`src/rtl/serial_subtractor.sv`:
```
`default_nettype none
//------------------------------------------------------------------------------
// Module   : serial_subtractor
// Brief    : Bit-serial unsigned subtractor, diff = a - b, LSB first, one bit
//            per clock. Each bit goes through two cascaded half-subtractor
//            stages; the borrow between bits is held in a single flop.
// Revision : 1.0 - initial release
//------------------------------------------------------------------------------
module serial_subtractor #(
   parameter int WIDTH = 8
) (
   input  logic             clk,
   input  logic             rst_n,
   input  logic             start,
   input  logic [WIDTH-1:0] a,
   input  logic [WIDTH-1:0] b,
   output logic             busy,
   output logic             done,
   output logic [WIDTH-1:0] diff,
   output logic             borrow_out
);

   // Counter must be able to index every bit position of the operands.
   localparam int                  c_CNT_W = $clog2(WIDTH + 1);
   localparam logic [c_CNT_W-1:0]  c_LAST  = c_CNT_W'(WIDTH - 1);
   localparam logic [c_CNT_W-1:0]  c_ONE   = c_CNT_W'(1);

   localparam logic [1:0] c_IDLE  = 2'b00;
   localparam logic [1:0] c_SHIFT = 2'b01;
   localparam logic [1:0] c_DONE  = 2'b10;

   logic [1:0]         r_state;
   logic [1:0]         w_state_nxt;
   logic               r_busy;
   logic               r_done;
   logic               w_busy_nxt;
   logic               w_done_nxt;

   logic [WIDTH-1:0]   r_a_sh;
   logic [WIDTH-1:0]   r_b_sh;
   logic               r_br;
   logic [c_CNT_W-1:0] r_cnt;
   logic [WIDTH-1:0]   r_diff;
   logic               r_borrow_out;

   logic               w_shift_en;
   logic               w_last;
   logic               w_d1;
   logic               w_b1;
   logic               w_d;
   logic               w_b2;
   logic               w_br_nxt;
   logic [WIDTH-1:0]   w_res_final;

   assign w_shift_en = (r_state == c_SHIFT);
   assign w_last     = (r_cnt == c_LAST);

   // Per-bit datapath: two half-subtractor stages, borrow-in from the flop.
   always_comb begin
      w_d1     = r_a_sh[0] ^ r_b_sh[0];
      w_b1     = ~r_a_sh[0] & r_b_sh[0];
      w_d      = w_d1 ^ r_br;
      w_b2     = ~w_d1 & r_br;
      w_br_nxt = w_b1 | w_b2;
   end

   // Result shifter. Only WIDTH-1 bits are stored: the bit produced on the
   // final SHIFT cycle goes straight into diff together with the stored bits.
   generate
      if (WIDTH == 1) begin : g_res_w1
         assign w_res_final = w_d;
      end else if (WIDTH == 2) begin : g_res_w2
         logic r_res_sh;

         // Hold the first result bit until the last bit arrives.
         always_ff @(posedge clk or negedge rst_n) begin
            if (!rst_n) begin
               r_res_sh <= 1'b0;
            end else if (w_shift_en) begin
               r_res_sh <= w_d;
            end
         end

         assign w_res_final = {w_d, r_res_sh};
      end else begin : g_res_wn
         logic [WIDTH-2:0] r_res_sh;

         // Shift right, new bit enters at the MSB.
         always_ff @(posedge clk or negedge rst_n) begin
            if (!rst_n) begin
               r_res_sh <= '0;
            end else if (w_shift_en) begin
               r_res_sh <= {w_d, r_res_sh[WIDTH-2:1]};
            end
         end

         assign w_res_final = {w_d, r_res_sh};
      end
   endgenerate

   // State register with registered status flags.
   always_ff @(posedge clk or negedge rst_n) begin
      if (!rst_n) begin
         r_state <= c_IDLE;
         r_busy  <= 1'b0;
         r_done  <= 1'b0;
      end else begin
         r_state <= w_state_nxt;
         r_busy  <= w_busy_nxt;
         r_done  <= w_done_nxt;
      end
   end

   // Next-state logic; DONE always returns to IDLE so start is re-sampled.
   always_comb begin
      w_state_nxt = r_state;
      case (r_state)
         c_IDLE:  if (start)  w_state_nxt = c_SHIFT;
         c_SHIFT: if (w_last) w_state_nxt = c_DONE;
         c_DONE:  w_state_nxt = c_IDLE;
         default: w_state_nxt = c_IDLE;
      endcase
   end

   // Output decode from the next state so busy/done come straight off flops.
   always_comb begin
      w_busy_nxt = (w_state_nxt == c_SHIFT);
      w_done_nxt = (w_state_nxt == c_DONE);
   end

   // Operand shifters, borrow flop, bit counter and result capture.
   always_ff @(posedge clk or negedge rst_n) begin
      if (!rst_n) begin
         r_a_sh       <= '0;
         r_b_sh       <= '0;
         r_br         <= 1'b0;
         r_cnt        <= '0;
         r_diff       <= '0;
         r_borrow_out <= 1'b0;
      end else begin
         case (r_state)
            c_IDLE: begin
               if (start) begin
                  r_a_sh <= a;
                  r_b_sh <= b;
                  r_br   <= 1'b0;
                  r_cnt  <= '0;
               end
            end
            c_SHIFT: begin
               r_a_sh <= r_a_sh >> 1;
               r_b_sh <= r_b_sh >> 1;
               r_br   <= w_br_nxt;
               r_cnt  <= r_cnt + c_ONE;
               if (w_last) begin
                  r_diff       <= w_res_final;
                  r_borrow_out <= w_br_nxt;
               end
            end
            default: begin
            end
         endcase
      end
   end

   assign busy       = r_busy;
   assign done       = r_done;
   assign diff       = r_diff;
   assign borrow_out = r_borrow_out;

endmodule
`default_nettype wire

```
`config.mk`:
```
export PLATFORM = sky130hd
export DESIGN_NAME = serial_subtractor
export DESIGN_NICKNAME = d
export VERILOG_FILES = /design/src/rtl/serial_subtractor.sv
export SDC_FILE = /design/constraint.sdc
export NUM_CORES = 1
export LEC_CHECK = 0
export CELL_PAD_IN_SITES_DETAIL_PLACEMENT = 1
export CELL_PAD_IN_SITES_GLOBAL_PLACEMENT = 2
export CORE_MARGIN = 4
export CORE_UTILIZATION = 35
export CTS_BUF_LIST = sky130_fd_sc_hd__clkbuf_16
export CTS_CLUSTER_DIAMETER = 50
export DETAILED_ROUTE_END_ITERATION = 8
export PLACE_DENSITY_LB_ADDON = 0.05
export SLEW_MARGIN = 10
export SYNTH_ARGS = -nofsm -noshare
export SYNTH_HDL_FRONTEND = slang
export SYNTH_SLANG_ARGS = --single-unit
```
`constraint.sdc`:
```
create_clock -name clk -period 2.95 [get_ports clk]
set_clock_uncertainty 0.2 [all_clocks]
set_input_delay 0.295 -clock clk [delete_from_list [all_inputs] [get_ports clk]]
set_output_delay 0.295 -clock clk [all_outputs]
set_load 0.02 [all_outputs]
```
==> impl_metrics.json, run 1 <==
{
  "wl_per_cell_um": 14.8,
  "cts_tree": "yes",
  "yosysUniqueCellTypes": 24,
  "dieArea_sq_um": 5880,
  "r2r-end": "borrow_out$_DFFE_PN0P_",
  "hold_class": "reg2reg",
  "hold_path_end": "g_res_wn.r_res_sh[0]$_DFFE_PN0P_",
  "netlist_top_cells_area": "dfrtp_1 (62%), nand2_1 (6.1%), nor2_1 (5.9%), mux2_2 (5.5%), o22ai_1 (5.3%)",
  "totalWireLength_mm": 3.50,
  "period_minus_slack_ns": 1.90,
  "yosys.area.top_type": "dfrtp_1",
  "grt_util_met1_pct": 16.7,
  "grt_overflow": 0,
  "max_freq_ghz": 0.526,
  "fill_cells": 503,
  "finalSetupViolations": 0,
  "tightest_slew_ns": 0.905,
  "tns_ns": 0,
  "gp_congestion": 0.672,
  "rsz0062_at_grt": "no",
  "synthCells": 154,
  "ys_warn_count": 0,
  "avgSynthCellArea_sq_um": 10.7,
  "max-vdd-ir-drop_uv": 378,
  "worst_hold_slack_ns": 0.282,
  "async_flop_share_pct": 100,
  "finalHoldViolCount": 0,
  "portBuffers": 29,
  "clockBufferDepth": 2,
  "coreArea_sq_um": 4470,
  "total_leakage_power_nw": 0.941,
  "synth_edf_count": 0,
  "nNetsFinal": 204,
  "grt_max_degree": 42,
  "ctsResizeCount": 0,
  "cts_num_sinks": 41,
  "hp-start": "g_res_wn.r_res_sh[0]$_DFFE_PN0P_",
  "finalCritPeriodShare_pct": 64.4,
  "synth_top_area_share_pct": 62.1,
  "drcViolationCount": 0,
  "io_pins": 30,
  "r2r_cells": 4,
  "stdcell_count": 236,
  "drv_cap": 0,
  "grt_pass1_vias": 1283,
  "reg2reg_from": "r_cnt[0]$_DFFE_PN0P_",
  "cp_slowest_cell": "nor3_4",
  "reg2reg_slack_ns": 1.05,
  "grt_antenna_before_repair": 0,
  "rows": 24,
  "hold-path-cell-count": 2,
  "power.density_nw_per_um2": 1110,
  "placed_cells": 227,
  "worstPathRequired_ns": 2.91,
  "synth_common_cells": "dfrtp_1 (41), nand2_1 (27), nor2_1 (26)",
  "routed_via_density": 4.93,
  "drt_iter0_drc": 55,
  "synth_area_sq_um": 1650,
  "antenna_cells": 0,
  "path_cells": "ha_1 -> nand2_1 -> nor3_4 -> mux2_2",
  "syn2layout_area_growth_pct": 27.9,
  "final_layout_size_suffix_gt1_share_pct": 10.3,
  "yosys.cell_count.top_type": "dfrtp_1",
  "synthFlopType": "dfrtp_1",
  "start_util_pct": 36.9,
  "grt-busiest-layer": "met2",
  "status": "finished clean",
  "final_core_util_pct": 47.2,
  "first_pass_iters": 4,
  "clk_pin_slew_ns": 0.06,
  "numCtsBuffers": 5,
  "vias": 1164,
  "grt_use_met3_pct": 3.98,
  "dp_hpwl_mm": 2.29,
  "clk_latency_ns": 0.28,
  "use_met2_pct": 20.7,
  "slowest_delay_ns": 0.46,
  "cts-htree-levels": 2,
  "max_slew_margin_pct": 39.7,
  "synth-seq-cells": 41,
  "syn_nets": 175,
  "grt_pass1_wl_mm": 6.16,
  "die_h_um": 76.7,
  "ys_seq_area_share_pct": 62.1,
  "grt_usage_pct": 13.0,
  "ant_nets": 0,
  "end_kind": "flip-flop",
  "slew_viol_final": 0,
  "critPathKind": "reg2reg",
  "cts-root-buf": "clkbuf_16",
  "die_w_um": 76.7,
  "worst-path-max-fanout": 10,
  "cp.arrival_ns": 1.86,
  "startpoint_type": "flip-flop"
}
[metal layers]
metal | wire length (um) | share of wire, % | up-vias
met5 | 0 | 0 | -
met4 | 29 | 0.83 | 0
met3 | 167 | 4.8 | 2
met2 | 1670 | 48 | 20
met1 | 1640 | 47 | 571
li1 | - | - | 571
[through the flow]
| step | total power, mW | setup WS [ns] | instance area (sq um) |
|---|---|---|---|
| after global placement | 1.82 | 0.885 | 1960 |
| after detailed placement | 1.87 | 0.851 | 1960 |
| after floorplan | 1.55 | 1.28 | 1650 |
| final | 2.35 | 1.05 | 2110 |
| after CTS | 2.39 | 1.02 | 2110 |
| after global routing | 2.54 | 0.930 | 2110 |
[area by class of cell]
type / count / area [sq um] / share of cell area (%)
clock inverter: 3 / 12.5 / 0.592
clock buffer: 5 / 125 / 5.92
inverter: 4 / 15.0 / 0.711
sequential: 41 / 1030 / 48.6
timing repair buffer: 31 / 303 / 14.3
tap: 52 / 65.1 / 3.08
multi-input combinational: 100 / 566 / 26.8
[repair_timing]
item / 4_1_cts / 5_1_grt
hold endpoints to repair: 41 / 0
endpoints found under the setup margin: 0 / 0
setup buffers: 0 / 0
hold buffers: 1 / 0
[power breakdown]
part           total (mW)  switching [mW]  internal [mW]
Clock               0.505           0.199          0.305
Sequential          0.977           0.154          0.823
Combinational       0.864           0.471          0.393
Total                2.35           0.825           1.52
[state kept, by name, indices dropped and copies added (netlist names)]
| name | flops |
|---|---|
| diff | 8 |
| r_state | 2 |
| borrow_out | 1 |
| r_a_sh | 8 |
| r_br | 1 |
| g_res_wn.r_res_sh | 7 |
| r_cnt | 4 |
| busy | 1 |
| r_b_sh | 8 |
| done | 1 |
[worst max-delay path, delay by kind of cell, from the launching register on]
kind	cells	cell delay (ns)
and+or+nand+nor	2	0.59
muxes	1	0.40
DFF	1	0.39
adders and majority gates	1	0.20
[cells by family (layout without fill, tap and decap cells)]
kind of cell / Yosys count / count (layout) / share of synthesized area [%]
simple gates: 65 / 65 / 17.0
flops: 41 / 41 / 62.1
compound gates: 23 / 23 / 8.56
buf+inv: 13 / 43 / 3.64
mux: 10 / 10 / 6.67
fa+ha+maj: 2 / 2 / 1.97
[layout by cell type (no fill, tap or decap), types with 4 or more instances in the layout]
cell,instances
nand3_1,5
clkbuf_16,5
nand2_1,27
o21ai_0,6
nor2_1,26
mux2_2,8
o22ai_1,14
dfrtp_1,41
inv_1,4
clkdlybuf4s50_1,28
[worst max-delay path by stage]
stage / start / to / slack, ns / cells after the start
4_1_cts: r_cnt[0]$_DFFE_PN0P_ / borrow_out$_DFFE_PN0P_ / 1.02 / 4
3_5_place_dp: start / r_b_sh[2]$_DFFE_PN0P_ / 0.85 / 4
5_1_grt: r_cnt[0]$_DFFE_PN0P_ / diff[0]$_DFFE_PN0P_ / 0.93 / 4
3_3_place_gp: start / r_a_sh[3]$_DFFE_PN0P_ / 0.89 / 4
6_report: r_cnt[0]$_DFFE_PN0P_ / borrow_out$_DFFE_PN0P_ / 1.05 / 4
2_1_floorplan: r_state[1]$_DFF_PN0_ / borrow_out$_DFFE_PN0P_ / 1.28 / 4
(Power assumes the default switching activity.)
==> run 2: changes to the inputs <==
--- a/config.mk
+++ b/config.mk
@@ -8,7 +8,7 @@
 export CELL_PAD_IN_SITES_DETAIL_PLACEMENT = 1
 export CELL_PAD_IN_SITES_GLOBAL_PLACEMENT = 2
 export CORE_MARGIN = 4
-export CORE_UTILIZATION = 35
+export CORE_UTILIZATION = 29
 export CTS_BUF_LIST = sky130_fd_sc_hd__clkbuf_16
 export CTS_CLUSTER_DIAMETER = 50
 export DETAILED_ROUTE_END_ITERATION = 8
==> constraint.sdc (replaced) <==
create_clock -name clk -period 1.7 [get_ports clk]
set_clock_uncertainty 0.2 [all_clocks]
set_input_delay 0.17 -clock clk [delete_from_list [all_inputs] [get_ports clk]]
set_output_delay 0.17 -clock clk [all_outputs]
set_load 0.02 [all_outputs]
==> impl_metrics.json, run 2 (same netlist as run 1, synthesis figures left out) <==
{
  "final_common_cell": "dfrtp_1",
  "cp_top_family": "flip-flops",
  "r2r-end": "diff[1]$_DFFE_PN0P_",
  "wl_per_cell_um": 13.5,
  "max_freq_ghz": 0.606,
  "vias": 1188,
  "start_util_pct": 30.0,
  "final_core_util_pct": 41.1,
  "comb_power_share_pct": 39.6,
  "hold-path-cell-count": 3,
  "clkPwrFrac_pct": 20.2,
  "clk_latency_ns": 0.27,
  "dp_slack_ns": -0.162,
  "die_w_um": 83.5,
  "path_cells": "ha_4 -> nand2_4 -> nor3_4 -> buf_6 -> mux2_2",
  "finalHoldViolCount": 0,
  "worst_hold_slack_ns": 0.246,
  "hp-start": "a[7]",
  "nNetsFinal": 212,
  "worst-path-max-fanout": 6,
  "hold_class": "in2reg",
  "fin_ws_ns": 0.0490,
  "cts_num_sinks": 41,
  "antenna_cells": 0,
  "startpoint_type": "flip-flop",
  "finalCritPeriodShare_pct": 97.1,
  "dieArea_sq_um": 6970,
  "power_switching_share_pct": 34.4,
  "grt_antenna_before_repair": 0,
  "numCtsBuffers": 5,
  "cts-root-buf": "clkbuf_16",
  "totalWireLength_mm": 3.57,
  "period_minus_slack_ns": 1.65,
  "end_kind": "flip-flop",
  "finalSetupViolations": 0,
  "r2r_cells": 5,
  "critPathKind": "reg2reg",
  "tns_ns": 0,
  "syn2layout_area_growth_pct": 37.2,
  "total_leakage_power_nw": 1.02,
  "drt_iter0_drc": 54,
  "final_layout_size_suffix_gt1_share_pct": 15.1,
  "power.density_nw_per_um2": 1890,
  "fin_area_sq_um": 2270,
  "reg2reg_slack_ns": 0.05,
  "p_sw_mw": 1.47,
  "status": "finished clean",
  "cp_num_cells": 5,
  "grt_overflow": 0,
  "hold_path_end": "r_a_sh[7]$_DFFE_PN0P_",
  "placed_area_sq_um": 2050,
  "finalPower_mw": 4.27,
  "max-vdd-ir-drop_uv": 677,
  "worstPathRequired_ns": 1.66,
  "ant_nets": 0,
  "cts-htree-levels": 2,
  "grt_pass1_vias": 1295,
  "slew_viol_final": 0,
  "rows": 27,
  "reg2reg_from": "r_cnt[1]$_DFFE_PN0P_",
  "rsz0062_at_grt": "yes",
  "drcViolationCount": 0,
  "cp.arrival_ns": 1.61,
  "worstPathBufferInverterCount": 1,
  "seqPwrFrac_pct": 40.2,
  "clk_pin_slew_ns": 0.06,
  "clockBufferDepth": 2,
  "dp_hpwl_mm": 2.34,
  "portBuffers": 29,
  "routed_via_density": 4.50,
  "grt_pass1_wl_mm": 6.24,
  "placed_cells": 254,
  "coreArea_sq_um": 5510,
  "p_int_mw": 2.80,
  "gp_congestion": 0.785,
  "first_pass_iters": 4,
  "stdcell_count": 264,
  "tightest_slew_ns": 0.518,
  "slowest_delay_ns": 0.42,
  "io_pins": 30,
  "cp_slowest_cell": "dfrtp_1",
  "final_cell_mix": "dfrtp_1 (41), clkdlybuf4s50_1 (28), nand2_1 (26), nor2_1 (26), o22ai_1 (14)",
  "max_slew_margin_pct": 65.5,
  "grt_max_degree": 42,
  "die_h_um": 83.5,
  "grt_usage_pct": 11.1,
  "drv_cap": 0,
  "cts_tree": "yes"
}
[run 2: changes by cell type in the layout (fill, tap and decap cells not counted)]
cell | previous run | this run
nand2_1 | 27 | 26
ha_4 | 0 | 1
mux2_4 | 0 | 6
mux2_2 | 8 | 2
buf_6 | 0 | 3
nand2_4 | 0 | 1
buf_4 | 1 | 5
or3b_4 | 0 | 1
or3b_2 | 1 | 0
ha_1 | 1 | 0
buf_12 | 0 | 1
[run 2: routing by layer]
| metal | routed length (um) | global-route usage [%] | up-vias |
|---|---|---|---|
| met5 | 0 | 0 | - |
| met1 | 1760 | 14.5 | 578 |
| met2 | 1660 | 17.6 | 20 |
| met3 | 136 | 3.65 | 2 |
| li1 | - | - | 588 |
| met4 | 14 | 3.51 | 0 |
[run 2: worst max path at each step]
stage | slack (ns) | end | from
finish | 0.05 | diff[1]$_DFFE_PN0P_ | r_cnt[1]$_DFFE_PN0P_
global route | -0.04 | diff[1]$_DFFE_PN0P_ | r_cnt[1]$_DFFE_PN0P_
CTS | 0.03 | borrow_out$_DFFE_PN0P_ | r_cnt[1]$_DFFE_PN0P_
detailed placement | -0.16 | r_a_sh[2]$_DFFE_PN0P_ | start
global placement | -0.14 | r_b_sh[0]$_DFFE_PN0P_ | start
floorplan | 0.03 | borrow_out$_DFFE_PN0P_ | r_state[1]$_DFF_PN0_
[run 2: power groups by stage]
stage / sequential [mW] / clock, mW / combinational [mW]
2_1_floorplan: 1.79 / 0 / 0.898
3_3_place_gp: 1.69 / 0 / 1.57
3_5_place_dp: 1.71 / 0 / 1.61
4_1_cts: 1.69 / 0.904 / 1.62
5_1_grt: 1.78 / 0.952 / 1.91
6_report: 1.72 / 0.862 / 1.69
[run 2: what timing repair did]
item	CTS	global route
endpoints found under the hold margin	41	0
hold buffers	1	0
endpoints found under the setup margin	0	10
resized for setup	0	14
setup buffers	0	1
[run 2: tightest hold or removal path, cell delays in order]
cell and delay, ns:
clkdlybuf4s50_1 0.39, inv_1 0.04, o21ai_0 0.07
[run 2: layout make-up]
| cell class | instances | area, sq um |
|---|---|---|
| inverters | 4 | 15.0 |
| fillers | 616 | 3240 |
| well taps | 72 | 90.1 |
| repair buffers | 39 | 387 |
| multi-input cells | 100 | 611 |
| clock buffers | 5 | 125 |
| flip-flops and latches | 41 | 1030 |
| clock inverters | 3 | 12.5 |
==> run 3: changes to the inputs <==
--- a/config.mk
+++ b/config.mk
@@ -11,8 +11,10 @@
 export CORE_UTILIZATION = 29
 export CTS_BUF_LIST = sky130_fd_sc_hd__clkbuf_16
 export CTS_CLUSTER_DIAMETER = 50
+export CTS_CLUSTER_SIZE = 40
 export DETAILED_ROUTE_END_ITERATION = 8
 export PLACE_DENSITY_LB_ADDON = 0.05
+export SKIP_LAST_GASP = 1
 export SLEW_MARGIN = 10
 export SYNTH_ARGS = -nofsm -noshare
 export SYNTH_HDL_FRONTEND = slang
==> results of run 3 <==
No change in the layout: final DEF, timing and power equal those of run 2.
